===== src/rtl/mul_pkg.sv =====
// Shared types and constants for the iterative RV32M multiplier: state encoding,
// funct3 -> {ext_A, ext_B, upper} decode and default widths.
package mul_pkg;

  localparam int unsigned MulXlen = 32;
  localparam int unsigned MulDw   = 8;

  typedef logic [1:0] mul_state_t;

  localparam mul_state_t StIdle = 2'd0;
  localparam mul_state_t StCalc = 2'd1;
  localparam mul_state_t StSign = 2'd2;

  typedef struct packed {
    logic ext_a;
    logic ext_b;
    logic upper;
  } mul_ctrl_t;

  localparam logic [2:0] Funct3Mul    = 3'b000;
  localparam logic [2:0] Funct3Mulh   = 3'b001;
  localparam logic [2:0] Funct3Mulhsu = 3'b010;
  localparam logic [2:0] Funct3Mulhu  = 3'b011;

  localparam mul_ctrl_t CtrlMul    = '{ext_a: 1'b0, ext_b: 1'b0, upper: 1'b0};
  localparam mul_ctrl_t CtrlMulh   = '{ext_a: 1'b1, ext_b: 1'b1, upper: 1'b1};
  localparam mul_ctrl_t CtrlMulhsu = '{ext_a: 1'b1, ext_b: 1'b0, upper: 1'b1};
  localparam mul_ctrl_t CtrlMulhu  = '{ext_a: 1'b0, ext_b: 1'b0, upper: 1'b1};

  function automatic mul_ctrl_t mul_decode(input logic [2:0] funct3);
    mul_ctrl_t ctrl;
    case (funct3)
      Funct3Mulh:   ctrl = CtrlMulh;
      Funct3Mulhsu: ctrl = CtrlMulhsu;
      Funct3Mulhu:  ctrl = CtrlMulhu;
      default:      ctrl = CtrlMul;
    endcase
    return ctrl;
  endfunction

endpackage


===== src/rtl/digit_mac.sv =====
// Combinational XLEN x DW partial product, shifted into place by digit index and
// added to the 2*XLEN accumulator.
module digit_mac
  import mul_pkg::*;
#(
  parameter int unsigned XLEN = MulXlen,
  parameter int unsigned DW   = MulDw,
  parameter int unsigned IdxW = 3
) (
  input  logic [2*XLEN-1:0] acc_i,
  input  logic [XLEN-1:0]   a_i,
  input  logic [DW-1:0]     digit_i,
  input  logic [IdxW-1:0]   idx_i,
  output logic [2*XLEN-1:0] acc_o
);

  logic [XLEN+DW-1:0] pp;
  logic [2*XLEN-1:0]  pp_ext;

  always_comb begin
    pp     = {{DW{1'b0}}, a_i} * {{XLEN{1'b0}}, digit_i};
    pp_ext = {{(XLEN-DW){1'b0}}, pp};
    acc_o  = acc_i + (pp_ext << (DW * idx_i));
  end

endmodule


===== src/rtl/seq_multiplier.sv =====
// Iterative XLEN x XLEN multiplier retiring DW bits of B per cycle (MUL/MULH/MULHSU/MULHU).
// Optional SEQ_MUL_EARLY_EXIT_EN: leave CALC once the remaining |B| digits are all zero.
module seq_multiplier
  import mul_pkg::*;
#(
  parameter int unsigned XLEN = MulXlen,
  parameter int unsigned DW   = MulDw
) (
  input  logic            clk_i,
  input  logic            rst_i,
  input  logic            start_i,
  input  logic [XLEN-1:0] op_A_i,
  input  logic [XLEN-1:0] op_B_i,
  input  logic            ext_A_i,
  input  logic            ext_B_i,
  input  logic            upper_i,
  output logic            busy_o,
  output logic            done_o,
  output logic [XLEN-1:0] result_o
);

  localparam int unsigned N    = XLEN / DW;
  localparam int unsigned CntW = $clog2(N + 1);

  mul_state_t        state_q, state_d;
  logic [XLEN-1:0]   a_mag_q, a_mag_d;
  logic [XLEN-1:0]   b_mag_q, b_mag_d;
  logic [XLEN-1:0]   result_q, result_d;
  logic [2*XLEN-1:0] acc_q, acc_d;
  logic [CntW-1:0]   cnt_q, cnt_d;
  logic              neg_q, neg_d;
  logic              upper_q, upper_d;
  logic              done_q, done_d;

  logic              sign_a, sign_b;
  logic [XLEN-1:0]   b_shift;
  logic [CntW-1:0]   digit_idx;
  logic [2*XLEN-1:0] acc_mac;
  logic [2*XLEN-1:0] prod;
  logic              calc_last;

  assign sign_a    = ext_A_i & op_A_i[XLEN-1];
  assign sign_b    = ext_B_i & op_B_i[XLEN-1];
  assign b_shift   = b_mag_q >> DW;
  assign digit_idx = CntW'(N) - cnt_q;
  // Negating a zero accumulator gives zero, so neg needs no zero-operand special case.
  assign prod      = neg_q ? -acc_q : acc_q;

`ifdef SEQ_MUL_EARLY_EXIT_EN
  assign calc_last = (cnt_q == CntW'(1)) || (b_shift == '0);
`else
  assign calc_last = (cnt_q == CntW'(1));
`endif

  digit_mac #(
    .XLEN (XLEN),
    .DW   (DW),
    .IdxW (CntW)
  ) u_digit_mac (
    .acc_i   (acc_q),
    .a_i     (a_mag_q),
    .digit_i (b_mag_q[DW-1:0]),
    .idx_i   (digit_idx),
    .acc_o   (acc_mac)
  );

  always_comb begin
    state_d  = state_q;
    a_mag_d  = a_mag_q;
    b_mag_d  = b_mag_q;
    result_d = result_q;
    acc_d    = acc_q;
    cnt_d    = cnt_q;
    neg_d    = neg_q;
    upper_d  = upper_q;
    done_d   = 1'b0;

    case (state_q)
      StIdle: begin
        if (start_i) begin
          a_mag_d = sign_a ? -op_A_i : op_A_i;
          b_mag_d = sign_b ? -op_B_i : op_B_i;
          neg_d   = sign_a ^ sign_b;
          upper_d = upper_i;
          acc_d   = '0;
          cnt_d   = CntW'(N);
          state_d = StCalc;
        end
      end
      StCalc: begin
        acc_d   = acc_mac;
        b_mag_d = b_shift;
        cnt_d   = cnt_q - 1'b1;
        if (calc_last) begin
          state_d = StSign;
        end
      end
      StSign: begin
        result_d = upper_q ? prod[2*XLEN-1:XLEN] : prod[XLEN-1:0];
        done_d   = 1'b1;
        state_d  = StIdle;
      end
      default: state_d = StIdle;
    endcase
  end

  always_ff @(posedge clk_i) begin
    if (rst_i) begin
      state_q  <= StIdle;
      a_mag_q  <= '0;
      b_mag_q  <= '0;
      result_q <= '0;
      acc_q    <= '0;
      cnt_q    <= '0;
      neg_q    <= 1'b0;
      upper_q  <= 1'b0;
      done_q   <= 1'b0;
    end else begin
      state_q  <= state_d;
      a_mag_q  <= a_mag_d;
      b_mag_q  <= b_mag_d;
      result_q <= result_d;
      acc_q    <= acc_d;
      cnt_q    <= cnt_d;
      neg_q    <= neg_d;
      upper_q  <= upper_d;
      done_q   <= done_d;
    end
  end

  assign busy_o   = (state_q != StIdle);
  assign done_o   = done_q;
  assign result_o = result_q;

endmodule

===== config.mk =====
export PLATFORM = sky130hd
export DESIGN_NAME = seq_multiplier
export DESIGN_NICKNAME = d
export VERILOG_FILES = /design/src/rtl/mul_pkg.sv /design/src/rtl/digit_mac.sv /design/src/rtl/seq_multiplier.sv
export SDC_FILE = /design/constraint.sdc
export NUM_CORES = 1
export LEC_CHECK = 0
export CORE_ASPECT_RATIO = 1.75
export CORE_MARGIN = 1
export CORE_UTILIZATION = 60
export DETAILED_ROUTE_END_ITERATION = 8
export PLACE_DENSITY = 0.79
export SLEW_MARGIN = 20
export SYNTH_ARGS = -nofsm -noshare
export SYNTH_HDL_FRONTEND = slang
export SYNTH_SLANG_ARGS = --single-unit

===== constraint.sdc =====
create_clock -name clk_i -period 12.9 [get_ports clk_i]
set_clock_uncertainty 0.2 [all_clocks]
set_input_delay 1.935 -clock clk_i [delete_from_list [all_inputs] [get_ports clk_i]]
set_output_delay 1.935 -clock clk_i [all_outputs]
set_load 0.01 [all_outputs]

# Yosys cells after proc, flatten, opt, wreduce, memory -nomap -nowiden
# Cells that the tools add are included.
# classes
n_addsub,6
multipliers,1
n_eq_ne,5
shifts,1
mux,14
bitwise,3
n_reduce_logical,6
# ops
op,n
$mux W32,4
$mux W64,2
$pmux W64 S2,1
$add A64 B64 Y64,1
$neg A32 Y32,2
$neg A64 Y64,1
$pmux W32 S2,1
$shl A40 B6 Y64,1
$mul A32 B8 Y40,1
$pmux W3 S2,1
$reduce_and A2 Y1,3
$mux W2,2
$ne A2 B2 Y1 const B,2
$pmux W2 S2,1
$reduce_bool A2 Y1,2
$eq A3 B1 Y1 const B,1
$mux W3,1
$sub A3 B1 Y3 const B,1
$sub A3 B3 Y3 const A,1
$and A1 B1 Y1,2
$eq A2 B1 Y1 const B,1
$eq A2 B2 Y1 const B,1
$logic_not A2 Y1,1
$mux W1,1
$xor A1 B1 Y1,1
# word_totals
register_bits,168
word_cells,45

# Longest topological paths before layout
# logic_depth
ltp_word,4
mapped_depth,36

# Cells and area by module
# Synthesis repeated with hierarchy kept, for this count alone.
# unflattened
hier_cells,2765
area_unflattened_um2,21908.5
# modules_own_cells
mod,instances,cells_each,area_per_inst_um2
digit_mac,1,1704,13018.7
seq_multiplier,1,1061,8889.8

# Least setup slack after synthesis
# Ideal clock, no wire load.
# synth_path
path_kind,register -> register
startpoint,register b_mag_q[7]
endpoint,register acc_q[60]
arrival_ns,8.148
required_ns,12.578
slack_ns,4.430
path_stages_with_launch,33
n_path_buf,1
cell_sequence,dfxtp_1 > clkbuf_1 > and2_1 > fa_1 > fa_1 > fa_1 > inv_1 > fa_1 > inv_1 > ha_1 > o211a_1 > a211oi_1 > a21oi_1 > a311o_1 > a221o_1 > a211o_1 > a21boi_1 > o21ai_1 > xnor2_1 > a222oi_1 > o21ai_1 > ha_1 > inv_1 > nor3_1 > nand4_1 > nand3b_1 > a311oi_1 > a211oi_1 > o21ai_1 > a21oi_2 > o31ai_1 > mux2_2 > a221o_1
# synth_between
elab_chain_len,4
# synth_rtl
element,line_no,text
from (decl),seq_multiplier.sv:27,"logic [XLEN-1:0] b_mag_q, b_mag_d;"
from (signal assigned),seq_multiplier.sv:121,b_mag_q <= b_mag_d;
$mul A32 B8 Y40,digit_mac.sv:21,"pp = {{DW{1'b0}}, a_i} * {{XLEN{1'b0}}, digit_i};"
$shl A40 B6 Y64,digit_mac.sv:23,acc_o = acc_i + (pp_ext << (DW * idx_i));
$add A64 B64 Y64,digit_mac.sv:23,
$pmux W64 S2,seq_multiplier.sv:78,case (state_q)
to (signal assigned),seq_multiplier.sv:113,acc_q <= '0;
to (signal assigned),seq_multiplier.sv:123,acc_q <= acc_d;
to (decl),seq_multiplier.sv:29,"logic [2*XLEN-1:0] acc_q, acc_d;"
# Every way passes these cells.
# A chain may end at the register's enable or synchronous reset.

# Worst setup path in the final report
# layout_path
startpoint,register b_mag_q[6]
endpoint,register acc_q[60]
# Same word-level chain as after synthesis.

==> results.toml <==
[outcome]
status = "complete, no violations"

[sta]
fmax_mhz = 99.8
tightest_slew_ps = 1140
drv_slew = 0
hold_violations = 0
fin_crit_ps = 10020
relSlewSlack = 0.238
tns_ps = 0
setup_viol = 0
rsz0062_at_grt = "false"
finalCritPeriodShare = 0.777
holdWs_ps = 258

[clock_network]
post_cts_buffers = 0
clkLatencyLatePin_ps = 490
cts_sinks = 168
post_cts_resized = 0
clkTransAtPathRegs_ps = 90
postCtsHoldBufs = 0
cts.htree.levels = 4
cts_made_buffers = 17
clk_path_buf_depth = 2
clock-root-buffer = "clkbuf_16"
cts_tree = "done"

[route]
drtIter0Drc = 1441
post_drt_wl_per_cell_um = 23.1
totalWireLength_um = 77700
first_pass_iters = 7
ant_nets = 0
vias = 21600
drc = 0
via_per_inst = 6.44

[critical_path]
cpPeakStageDelay_ps = 1040
crit_path_start_kind = "register"
crit_top_cell = "fa_1"
cp.arrival_ps = 10190
worst_ep_required_time_ps = 13070
r2r_setup_slack_ps = 2880
end_kind = "register"
cp_slowest_cell = "dfxtp_1"
worstSetupPathType = "reg -> reg"
worst-path-buf-inv = 3
r2r_start = "b_mag_q[6]"
worstPathMaxFanout = 33
crit_family = "compound AO/OA/AOI/OAI gates"
worstRegToRegCells = 31
rr_endpoint = "acc_q[60]"

[global_route]
gr-total-overflow = 0
grt_usage = 0.422
grt_start_max_net_pins = 91
antenna_found_initial = 0
first_global_vias = 22600
grt_pass1_wl_um = 122000

[min_path]
hold_end = "result_o[5]"
hp-start = "result_o[5]"
min_path_type = "reg -> reg"
min_delay_path_depth = 2

[logic_synthesis]
synth.top_cell.area_share = 0.164
dominantRegCellSynth = "dfxtp_1"
synth_async_sr_flop_share = 0
synth_warnings = 0
synth_nets = 3278
postSynthCellCount = 2894
synth_common_cells = "nand2_1 (304), a21oi_1 (268), inv_1 (239)"
seq_area_frac_synth = 0.153
yosysMostFrequentCell = "nand2_1"
yosys-top-cells-area = "fa_1 (16%), dfxtp_1 (15%), ha_1 (7.6%)"
ys_ff_latch = 168
synthDistinctLibCells = 86
synth_area_leader_cell = "fa_1"
syn_area_per_cell_um2 = 7.61
mappedNetlistArea_um2 = 22000
synth-edff-count = 0

[power]
netSwitchingFraction = 0.477
leakagePower_nw = 10.6
cellPowerDensity_nw_per_um2 = 98.1
p_seq_frac = 0.272
p_int_mw = 1.23
peakVddDrop_mv = 0.107
power_switching_mw = 1.12
p_clk_frac = 0.240
combPwrFrac = 0.488

[cells_and_area]
fill_cells = 3166
area_growth_pct = 8.35
antenna_cells = 0
fin_nets = 3258
layout-drive-gt1-share = 0.0346

[placed_design]
numPortBuffers = 103
gp_congestion = 1.01
dp_hpwl_um = 61000

[die]
num_rows = 92
io_pins = 104
initial_core_util = 0.610
core_um2 = 36100
fp.dieArea_um2 = 37500
die_x_um = 147
die_h_um = 256

[run]
maxCapViolations = 0
==> power groups by stage <==
| stage | Clock, mW | Combinational [mW] | Sequential (mW) |
|---|---|---|---|
| 6_report | 0.562 | 1.14 | 0.638 |
| 5_1_grt | 0.582 | 1.24 | 0.639 |
| 4_1_cts | 0.562 | 1.12 | 0.633 |
| 3_5_place_dp | 0 | 1.11 | 0.644 |
| 3_3_place_gp | 0 | 1.09 | 0.643 |
| 2_1_floorplan | 0 | 0.793 | 0.594 |
==> state kept, by name, summed over array words and instances (netlist names) <==
name	cells
done_o	1
state_q	2
b_mag_q	32
cnt_q	3
result_o	32
neg_q	1
upper_q	1
acc_q	64
a_mag_q	32
==> layout make-up <==
class / count / area [um^2] / share of cell area
clock buffer: 18 / 429 / 0.0180
sequential: 168 / 3370 / 0.141
clock inverter: 14 / 188 / 0.00786
multi-input combinational: 2319 / 17200 / 0.720
tap: 470 / 588 / 0.0246
inverter: 240 / 901 / 0.0377
timing repair buffer: 128 / 1220 / 0.0509
==> stage by stage <==
step           worst slack [ps]  area (um^2)  cells  power, mW   util
2_1_floorplan              4430        22000   2894       1.39      -
3_3_place_gp               3330        23300   3325       1.73  0.643
3_5_place_dp               2950        23300   3325       1.75  0.643
4_1_cts                    2900        23900   3357       2.31  0.661
5_1_grt                    2340        23900   3357       2.46  0.661
6_report                   2880        23900   3357       2.34  0.661
==> worst reg2reg max path, delay by kind of cell (launching register included) <==
kind,cells,cell delay [ps]
AND/OR/NAND/NOR,4,960
flip-flops,1,1040
adder cells (fa/ha/maj),6,2860
XOR/XNOR,1,200
AO/OA/AOI/OAI,16,4090
buffers and inverters,3,230
multiplexers,1,360
==> how the worst max path moves through the flow <==
| stage | start | end | slack, ps | depth (start not counted) |
|---|---|---|---|---|
| CTS | b_mag_q[3] | acc_q[60] | 2900 | 31 |
| floorplan | b_mag_q[7] | acc_q[60] | 4430 | 32 |
| global placement | b_mag_q[3] | acc_q[60] | 3330 | 31 |
| detailed placement | b_mag_q[3] | acc_q[60] | 2950 | 31 |
| finish | b_mag_q[6] | acc_q[60] | 2880 | 31 |
| global route | b_mag_q[7] | acc_q[60] | 2340 | 31 |
==> cells in the final DEF, fill, tap and decap left out, types with 23 or more instances in the layout <==
cell type        instances
nand2_1                303
a21oi_1                268
inv_1                  239
and2_1                 213
nor2_1                 207
fa_1                   181
dfxtp_1                165
o21ai_0                139
ha_1                   133
clkdlybuf4s50_1        102
xor2_1                  95
xnor2_1                 88
nand3_1                 81
a211oi_1                60
a21o_1                  50
nor3_1                  50
a22oi_1                 30
buf_4                   26
o31ai_1                 24
a22o_1                  24
and3_1                  23
==> kinds of logic (layout without fill, tap and decap cells) <==
kind of cell	Yosys count	in the layout	share of synthesized area
simple gates	1031	1031	0.234
compound gates	771	771	0.222
buf+inv	407	400	0.0694
fa+ha+maj	314	314	0.240
xor+xnor	185	185	0.0735
flops	168	168	0.153
mux	18	18	0.00846
==> per-layer routing <==
metal	part of all wire	vias to the layer above	GRT usage	wire [um]
li1	-	9928	-	-
met1	0.33	10500	0.407	25500
met2	0.51	885	0.754	39400
met3	0.051	367	0.0604	3930
met4	0.11	0	0.413	8780
met5	0	-	0	0
No activity file was read; power rests on OpenSTA's default activity.
